<file path="config.mk">
export PLATFORM = sky130hd
export DESIGN_NAME = mem_arbiter
export DESIGN_NICKNAME = d
export VERILOG_FILES = /design/src/rtl/mem_arb_pkg.sv /design/src/rtl/rr_pick2.sv /design/src/rtl/mem_arbiter.sv
export SDC_FILE = /design/constraint.sdc
export NUM_CORES = 1
export LEC_CHECK = 0
export ABC_AREA = 1
export ABC_CLOCK_PERIOD_IN_PS = 2600
export CORE_MARGIN = 2
export CORE_UTILIZATION = 42
export CTS_CLUSTER_DIAMETER = 120
export DETAILED_ROUTE_END_ITERATION = 16
export PLACE_DENSITY = 0.87
export SLEW_MARGIN = 20
export SYNTH_ARGS = -nofsm -noshare
export SYNTH_HDL_FRONTEND = slang
export SYNTH_SLANG_ARGS = --single-unit
</file>
<file path="constraint.sdc">
create_clock -name CLK -period 2.6 [get_ports CLK]
set_clock_uncertainty 0.2 [all_clocks]
set_input_delay 0.26 -clock CLK [delete_from_list [all_inputs] [get_ports CLK]]
set_output_delay 0.26 -clock CLK [all_outputs]
set_load 0.05 [all_outputs]
</file>
<file path="src/rtl/mem_arb_pkg.sv">
// Shared definitions for the memory arbiter: requester indices, FSM states
// and the saturating-increment helper used by the optional statistics block.
package mem_arb_pkg;

   localparam int unsigned NUM_REQ = 3;
   localparam int unsigned REQ_LD  = 0;
   localparam int unsigned REQ_D   = 1;
   localparam int unsigned REQ_I   = 2;

   localparam int unsigned STAT_W  = 16;

   typedef enum logic {
      ARB,
      LOCKED
   } arb_state_t;

   function automatic logic [STAT_W-1:0] sat_inc(input logic [STAT_W-1:0] v);
      return (v == '1) ? v : v + 1'b1;
   endfunction

endpackage

</file>
<file path="src/rtl/rr_pick2.sv">
// Two-way round-robin picker between the CPU data port (D) and the
// instruction fetch port (I); the one not served last wins a tie.
module rr_pick2 (
   input  logic elig_d,
   input  logic elig_i,
   input  logic last_was_i,
   output logic grant_d,
   output logic grant_i
);

   always_comb begin
      grant_d = 1'b0;
      grant_i = 1'b0;
      if (elig_d && elig_i) begin
         grant_d = last_was_i;
         grant_i = !last_was_i;
      end else begin
         grant_d = elig_d;
         grant_i = elig_i;
      end
   end

endmodule

</file>
<file path="src/rtl/mem_arbiter.sv">
// Single-port memory arbiter: loader (with lock) > round-robin D/I.
// Optional grant/contention statistics are built when MEM_ARB_STATS_EN is defined.
module mem_arbiter
   import mem_arb_pkg::*;
#(
   parameter int unsigned ADDR_W = 10,
   parameter int unsigned DATA_W = 16
) (
   input  logic                        CLK,
   input  logic                        RST,
   input  logic [NUM_REQ-1:0]          req,
   input  logic [NUM_REQ-1:0]          we,
   input  logic [NUM_REQ*ADDR_W-1:0]   addr,
   input  logic [NUM_REQ*DATA_W-1:0]   wdata,
   input  logic                        ld_lock,
   output logic [NUM_REQ-1:0]          ack,
   output logic [NUM_REQ-1:0]          rvalid,
   output logic [DATA_W-1:0]           rdata,
   output logic                        cpu_stall,
   output logic                        mem_en,
   output logic                        mem_we,
   output logic [ADDR_W-1:0]           mem_addr,
   output logic [DATA_W-1:0]           mem_wdata,
   input  logic [DATA_W-1:0]           mem_rdata
`ifdef MEM_ARB_STATS_EN
   ,
   output logic [STAT_W-1:0]           stat_grant_ld,
   output logic [STAT_W-1:0]           stat_grant_d,
   output logic [STAT_W-1:0]           stat_grant_i,
   output logic [STAT_W-1:0]           stat_conflict
`endif
);

   arb_state_t          state;
   arb_state_t          state_nxt;
   logic                last_was_i;
   logic [NUM_REQ-1:0]  elig;
   logic [NUM_REQ-1:0]  grant;
   logic                rr_d;
   logic                rr_i;
   logic [ADDR_W-1:0]   sel_addr;
   logic [DATA_W-1:0]   sel_wdata;
   logic                sel_we;
   logic [DATA_W-1:0]   rdata_q;

   // A requester whose ack is on the bus this cycle is still showing the
   // request it was just granted for, so it sits out this arbitration.
   assign elig = req & ~ack;

   rr_pick2 u_rr_pick2 (
      .elig_d     (elig[REQ_D]),
      .elig_i     (elig[REQ_I]),
      .last_was_i (last_was_i),
      .grant_d    (rr_d),
      .grant_i    (rr_i)
   );

   always_comb begin
      grant     = '0;
      state_nxt = state;
      unique case (state)
         ARB: begin
            if (elig[REQ_LD]) begin
               grant[REQ_LD] = 1'b1;
            end else begin
               grant[REQ_D] = rr_d;
               grant[REQ_I] = rr_i;
            end
            if (ld_lock && req[REQ_LD]) state_nxt = LOCKED;
         end
         LOCKED: begin
            grant[REQ_LD] = elig[REQ_LD];
            if (!ld_lock) state_nxt = ARB;
         end
      endcase
   end

   always_comb begin
      sel_addr  = mem_addr;
      sel_wdata = mem_wdata;
      sel_we    = 1'b0;
      for (int unsigned k = 0; k < NUM_REQ; k++) begin
         if (grant[k]) begin
            sel_addr  = addr[k*ADDR_W +: ADDR_W];
            sel_wdata = wdata[k*DATA_W +: DATA_W];
            sel_we    = we[k];
         end
      end
   end

   always_ff @(posedge CLK or negedge RST) begin
      if (!RST) begin
         state      <= ARB;
         last_was_i <= 1'b1;
         ack        <= '0;
         rvalid     <= '0;
         mem_en     <= 1'b0;
         mem_we     <= 1'b0;
         mem_addr   <= '0;
         mem_wdata  <= '0;
         cpu_stall  <= 1'b0;
         rdata_q    <= '0;
      end else begin
         state     <= state_nxt;
         ack       <= grant;
         rvalid    <= ack & {NUM_REQ{~mem_we}};
         mem_en    <= |grant;
         mem_we    <= sel_we;
         mem_addr  <= sel_addr;
         mem_wdata <= sel_wdata;
         cpu_stall <= (state_nxt == LOCKED) || grant[REQ_LD];
         if (grant[REQ_D])      last_was_i <= 1'b0;
         else if (grant[REQ_I]) last_was_i <= 1'b1;
         if (|rvalid) rdata_q <= mem_rdata;
      end
   end

   // Read data arrives from the memory in the rvalid cycle itself; it is
   // passed straight through then and held afterwards.
   assign rdata = (|rvalid) ? mem_rdata : rdata_q;

`ifdef MEM_ARB_STATS_EN
   logic [NUM_REQ-1:0] losers;
   assign losers = elig & ~grant;

   always_ff @(posedge CLK or negedge RST) begin
      if (!RST) begin
         stat_grant_ld <= '0;
         stat_grant_d  <= '0;
         stat_grant_i  <= '0;
         stat_conflict <= '0;
      end else begin
         if (grant[REQ_LD]) stat_grant_ld <= sat_inc(stat_grant_ld);
         if (grant[REQ_D])  stat_grant_d  <= sat_inc(stat_grant_d);
         if (grant[REQ_I])  stat_grant_i  <= sat_inc(stat_grant_i);
         if ($countones(losers) >= 2) stat_conflict <= sat_inc(stat_conflict);
      end
   end
`endif

endmodule

</file>
======== Word level (Yosys, flattened, before mapping) ========
Index checks and enable logic that the tools add are counted.
operators by class
  reduce and logical (&&, ||, !) cells .... 8
  muxes and demuxes ....................... 21
  bitwise logic cells ..................... 5
operator list
  cell                             count
  2-to-1 mux 16 bit                4
  2-to-1 mux 10 bit                3
  2-to-1 mux 1 bit                 10
  AND 3 bit                        2
  OR reduction 3 bit               2
  2-to-1 mux 2 bit                 2
  case mux 1 bit (2 select lines)  2
  NOT 3 bit                        1
  nonzero test 3 bit               1
  logical AND 1 bit                2
  NOT 1 bit                        2
  nonzero test 2 bit               1
  zero test 1 bit                  1
  logical OR 1 bit                 1
storage, ports and cells
  bits in registers ....................... 53
  input bits .............................. 103
  output and inout port bits .............. 51
  word-level logic and storage cells ...... 44

======== Logic depth before layout (Yosys ltp) ========
Gate-level depths: netlist of the first run.
  depth after elaboration ................. 8
  depth in mapped cells ................... 8
  depth with buffers taken out ............ 7

======== Modules after synthesis ========
A second synthesis of the first run with hierarchy kept.
unflattened totals
  cells, all modules ...................... 428
  area total of the unflattened synthesis .. 3,062.9 µm²
by module, submodules not included
  module       instances  seq. area each (µm²)  cells each  area each (µm²)
  mem_arbiter  1          1,327.5               423         3,041.7
  rr_pick2     1          0.0                   5           21.3

======== Worst setup path after synthesis of the first run ========
Ideal clock, no wire load.
  kind .................................... reg-to-output
  start point ............................. register rvalid[1]
  end point ............................... output port rdata[10]
  data arrival time ....................... 1.615 ns
  cell stages (with the launch flop) ...... 5
  required time ........................... 2.140 ns
  buffers on the path ..................... 1
  path slack .............................. 0.525 ns
  cells stage by stage .................... dfrtp_1 nor2_1 nand2_1 buf_2 mux2_2
between the ends
  word-level cells in the longest chain between the ends .. 2
RTL lines
  element                 line                source
  start, declared         mem_arbiter.sv:17   output logic [NUM_REQ-1:0] rvalid,
  start signal, assigned  mem_arbiter.sv:106  rvalid <= ack & {NUM_REQ{~mem_we}};
  OR reduction 3 bit      mem_arbiter.sv:120  assign rdata = (|rvalid) ? mem_rdata : rdata_q;
  2-to-1 mux 16 bit       --
  end, declared           mem_arbiter.sv:18   output logic [DATA_W-1:0] rdata,
Every way passes these cells.

======== Worst setup path in the final report of the first run ========
  start point ............................. register rvalid[1]
  end point ............................... output port rdata[8]
Same word-level chain as after synthesis.

==> results of run 1 <==
Yosys cell counts (all sizes together):
cell     n
mux2    16
dfrtp   52
o21ai    1
buf      8
nand4   52
clkinv   1
or2     26
clkbuf  16
nor2     7
inv     12
dfstp    1
nand2   58
nand3   57
a21oi    2
kinds of logic (layout without fill, tap and decap cells):
group	Yosys count	after routing	synth area share, %
buffers and inverters	37	186	5.64
AOI/OAI and AO/OA	3	3	0.956
DFF	53	53	48.3
muxes	16	16	6.55
and+or+nand+nor	200	200	38.6
through the flow:
| stage | instances | utilization, % |
|---|---|---|
| after detailed placement | 526 | 67.8 |
| after CTS | 535 | 69.8 |
| after global routing | 535 | 69.8 |
| after global placement | 526 | 67.8 |
| final | 535 | 69.8 |
| after floorplan | 309 | - |
worst min path at each step:
stage	start	endpoint	slack, ns	depth (start not counted)
global placement	RST	rdata_q[4]	0.21	2
CTS	mem_we	rvalid[1]	0.28	1
global route	we[1]	mem_we	0.31	3
floorplan	RST	ack[0]	-0.24	0
finish	mem_we	rvalid[1]	0.28	1
detailed placement	RST	rdata_q[4]	0.21	2
area by class of cell:
class / count / area, µm² / area share, %
repair buffers: 165 / 1580 / 35.6
flip-flops and latches: 53 / 1330 / 29.9
inverters: 13 / 48.8 / 1.10
clock inverters: 1 / 30.0 / 0.677
well taps: 77 / 96.3 / 2.17
clock buffers: 7 / 86.3 / 1.95
multi-input cells: 219 / 1270 / 28.6
per-layer routing:
| layer | track usage (%) | up-vias | share of wire [%] |
|---|---|---|---|
| met5 | 0 | - | 0 |
| met3 | 5.54 | 17 | 7.8 |
| met4 | 7.79 | 0 | 1.9 |
| met1 | 29.2 | 1321 | 41 |
| met2 | 40.2 | 146 | 49 |
| li1 | - | 1370 | - |
power by group:
part	total [W]	leakage [nW]	switching, W	internal (W)
Sequential	0.00113	0.640	0.000106	0.00103
Combinational	0.00179	1.27	0.00115	0.000641
Clock	0.000560	0.0585	0.000246	0.000314
flip-flops by register name, indices dropped and copies added (netlist names):
name and flops:
rvalid 3, mem_addr 10, mem_wdata 16, state 1
rdata_q 16, mem_en 1, ack 3, cpu_stall 1
last_was_i 1, mem_we 1
layout by cell type, fill, tap and decap left out, drive strengths merged, types with 12 or more instances in the layout:
master / n
buf: 28
clkdlybuf4s50: 136
dfrtp: 52
inv: 12
mux2: 16
nand2: 58
nand3: 57
nand4: 52
or2: 26
==> results.json, run 1 <==
{
  "netlist_area_mm2": 0.00275,
  "cts_inserted_buffers": 5,
  "ys_seq_elements": 53,
  "synth.area.top_cells": "dfrtp_1 (47%), nand4_1 (12%), nand3_1 (9.6%)",
  "start_kind": "register",
  "num_vias": 2854,
  "rrSetupSlack_ns": 0.68,
  "vias_per_cell": 5.33,
  "peakVddDrop_v": 0.000696,
  "netlist_instances": 309,
  "max-slew-margin-rel_pct": 56.7,
  "h-tree-depth": 2,
  "finalSetupTns_ns": 0,
  "p_leak_nw": 1.97,
  "status": "complete, no violations",
  "end_kind": "output port",
  "cp.depth": 4,
  "portBuffers": 153,
  "final-setup-viol-count": 0,
  "synth_area_per_cell_um2": 8.90,
  "numClockSinks": 53,
  "grt_max_degree": 54,
  "worstPathRequired_ns": 2.14,
  "cts_tree": "done",
  "slowest_stage": "mux2_2",
  "min_path_type": "register to register",
  "cp-endpoint": "rdata[8]",
  "finalWirelength_mm": 8.55,
  "clk-insertion-delay-late_ns": 0.30,
  "area_growth_pct": 61.3,
  "dieHeight_um": 84.9,
  "max_stage_delay_ns": 0.45,
  "crit_fanout": 16,
  "rsz0062_at_grt": "no",
  "track_usage_pct": 23.4,
  "synth_top_area_share_pct": 47.3,
  "synth_nets": 412,
  "dieArea_mm2": 0.00721,
  "fmax_mhz": 436,
  "rr_endpoint": "mem_addr[6]",
  "overflow": 0,
  "drt_iter0_drc": 137,
  "core_area_mm2": 0.00635,
  "synth_cell_types": 21,
  "worstPathCellList": "nor2_1, nand2_1, mux2_2, buf_4",
  "dp_hpwl_mm": 6.38,
  "r2r.worst_path.cells": 6,
  "finalCritPeriodShare_pct": 88.2,
  "drive_gt1_share_pct": 13.5,
  "nFillCells": 492,
  "min_period_ns": 2.29,
  "initial_core_util_pct": 43.3,
  "postRouteAntennaNets": 0,
  "synth_top_cell_by_area": "dfrtp_1",
  "fin_area_mm2": 0.00443,
  "cts_resized": 0,
  "power_w": 0.00349,
  "pre_cts_ws_ns": 0.318,
  "ys_warn_count": 0,
  "fin_ws_ns": 0.308,
  "diodes": 0,
  "clkTransAtPathRegs_ns": 0.09,
  "root_buffer": "clkbuf_8",
  "drc": 0,
  "cts_hold_buf": 1,
  "hold_slack_ns": 0.281,
  "clock_path_buffers": 2,
  "cts_setup_buffers": 0,
  "final_nets": 560,
  "dieWidth_um": 84.9,
  "tightestPinTransition_ns": 0.650,
  "maxCapViolCount": 0,
  "wl_per_cell_um": 16.0,
  "powerDensity_mw_per_mm2": 786,
  "antenna_found_initial": 0,
  "crit_buf_inv": 1,
  "grt_pass1_wl_mm": 13.5,
  "first_pass_iters": 4,
  "yosysSeqAreaShare_pct": 48.3,
  "io_pins": 154,
  "placed_area_mm2": 0.00431,
  "cp_top_family": "simple AND/OR/NAND/NOR gates",
  "crit_path_start": "rvalid[1]",
  "fp-row-count": 29,
  "hold_viol": 0,
  "r2r_start": "ack[1]",
  "place.gp.congestion": 0.791,
  "critPathKind": "register to output port",
  "grt_pass1_vias": 2794,
  "drv_slew": 0,
  "arrival_ns": 1.83
}
No activity file was read; power rests on OpenSTA's default activity.
==> run 2, diff against run 1 <==
- GPL_ROUTABILITY_DRIVEN: default -> 0
==> results of run 2 <==
No change in the layout: final DEF, timing and power equal those of run 1.
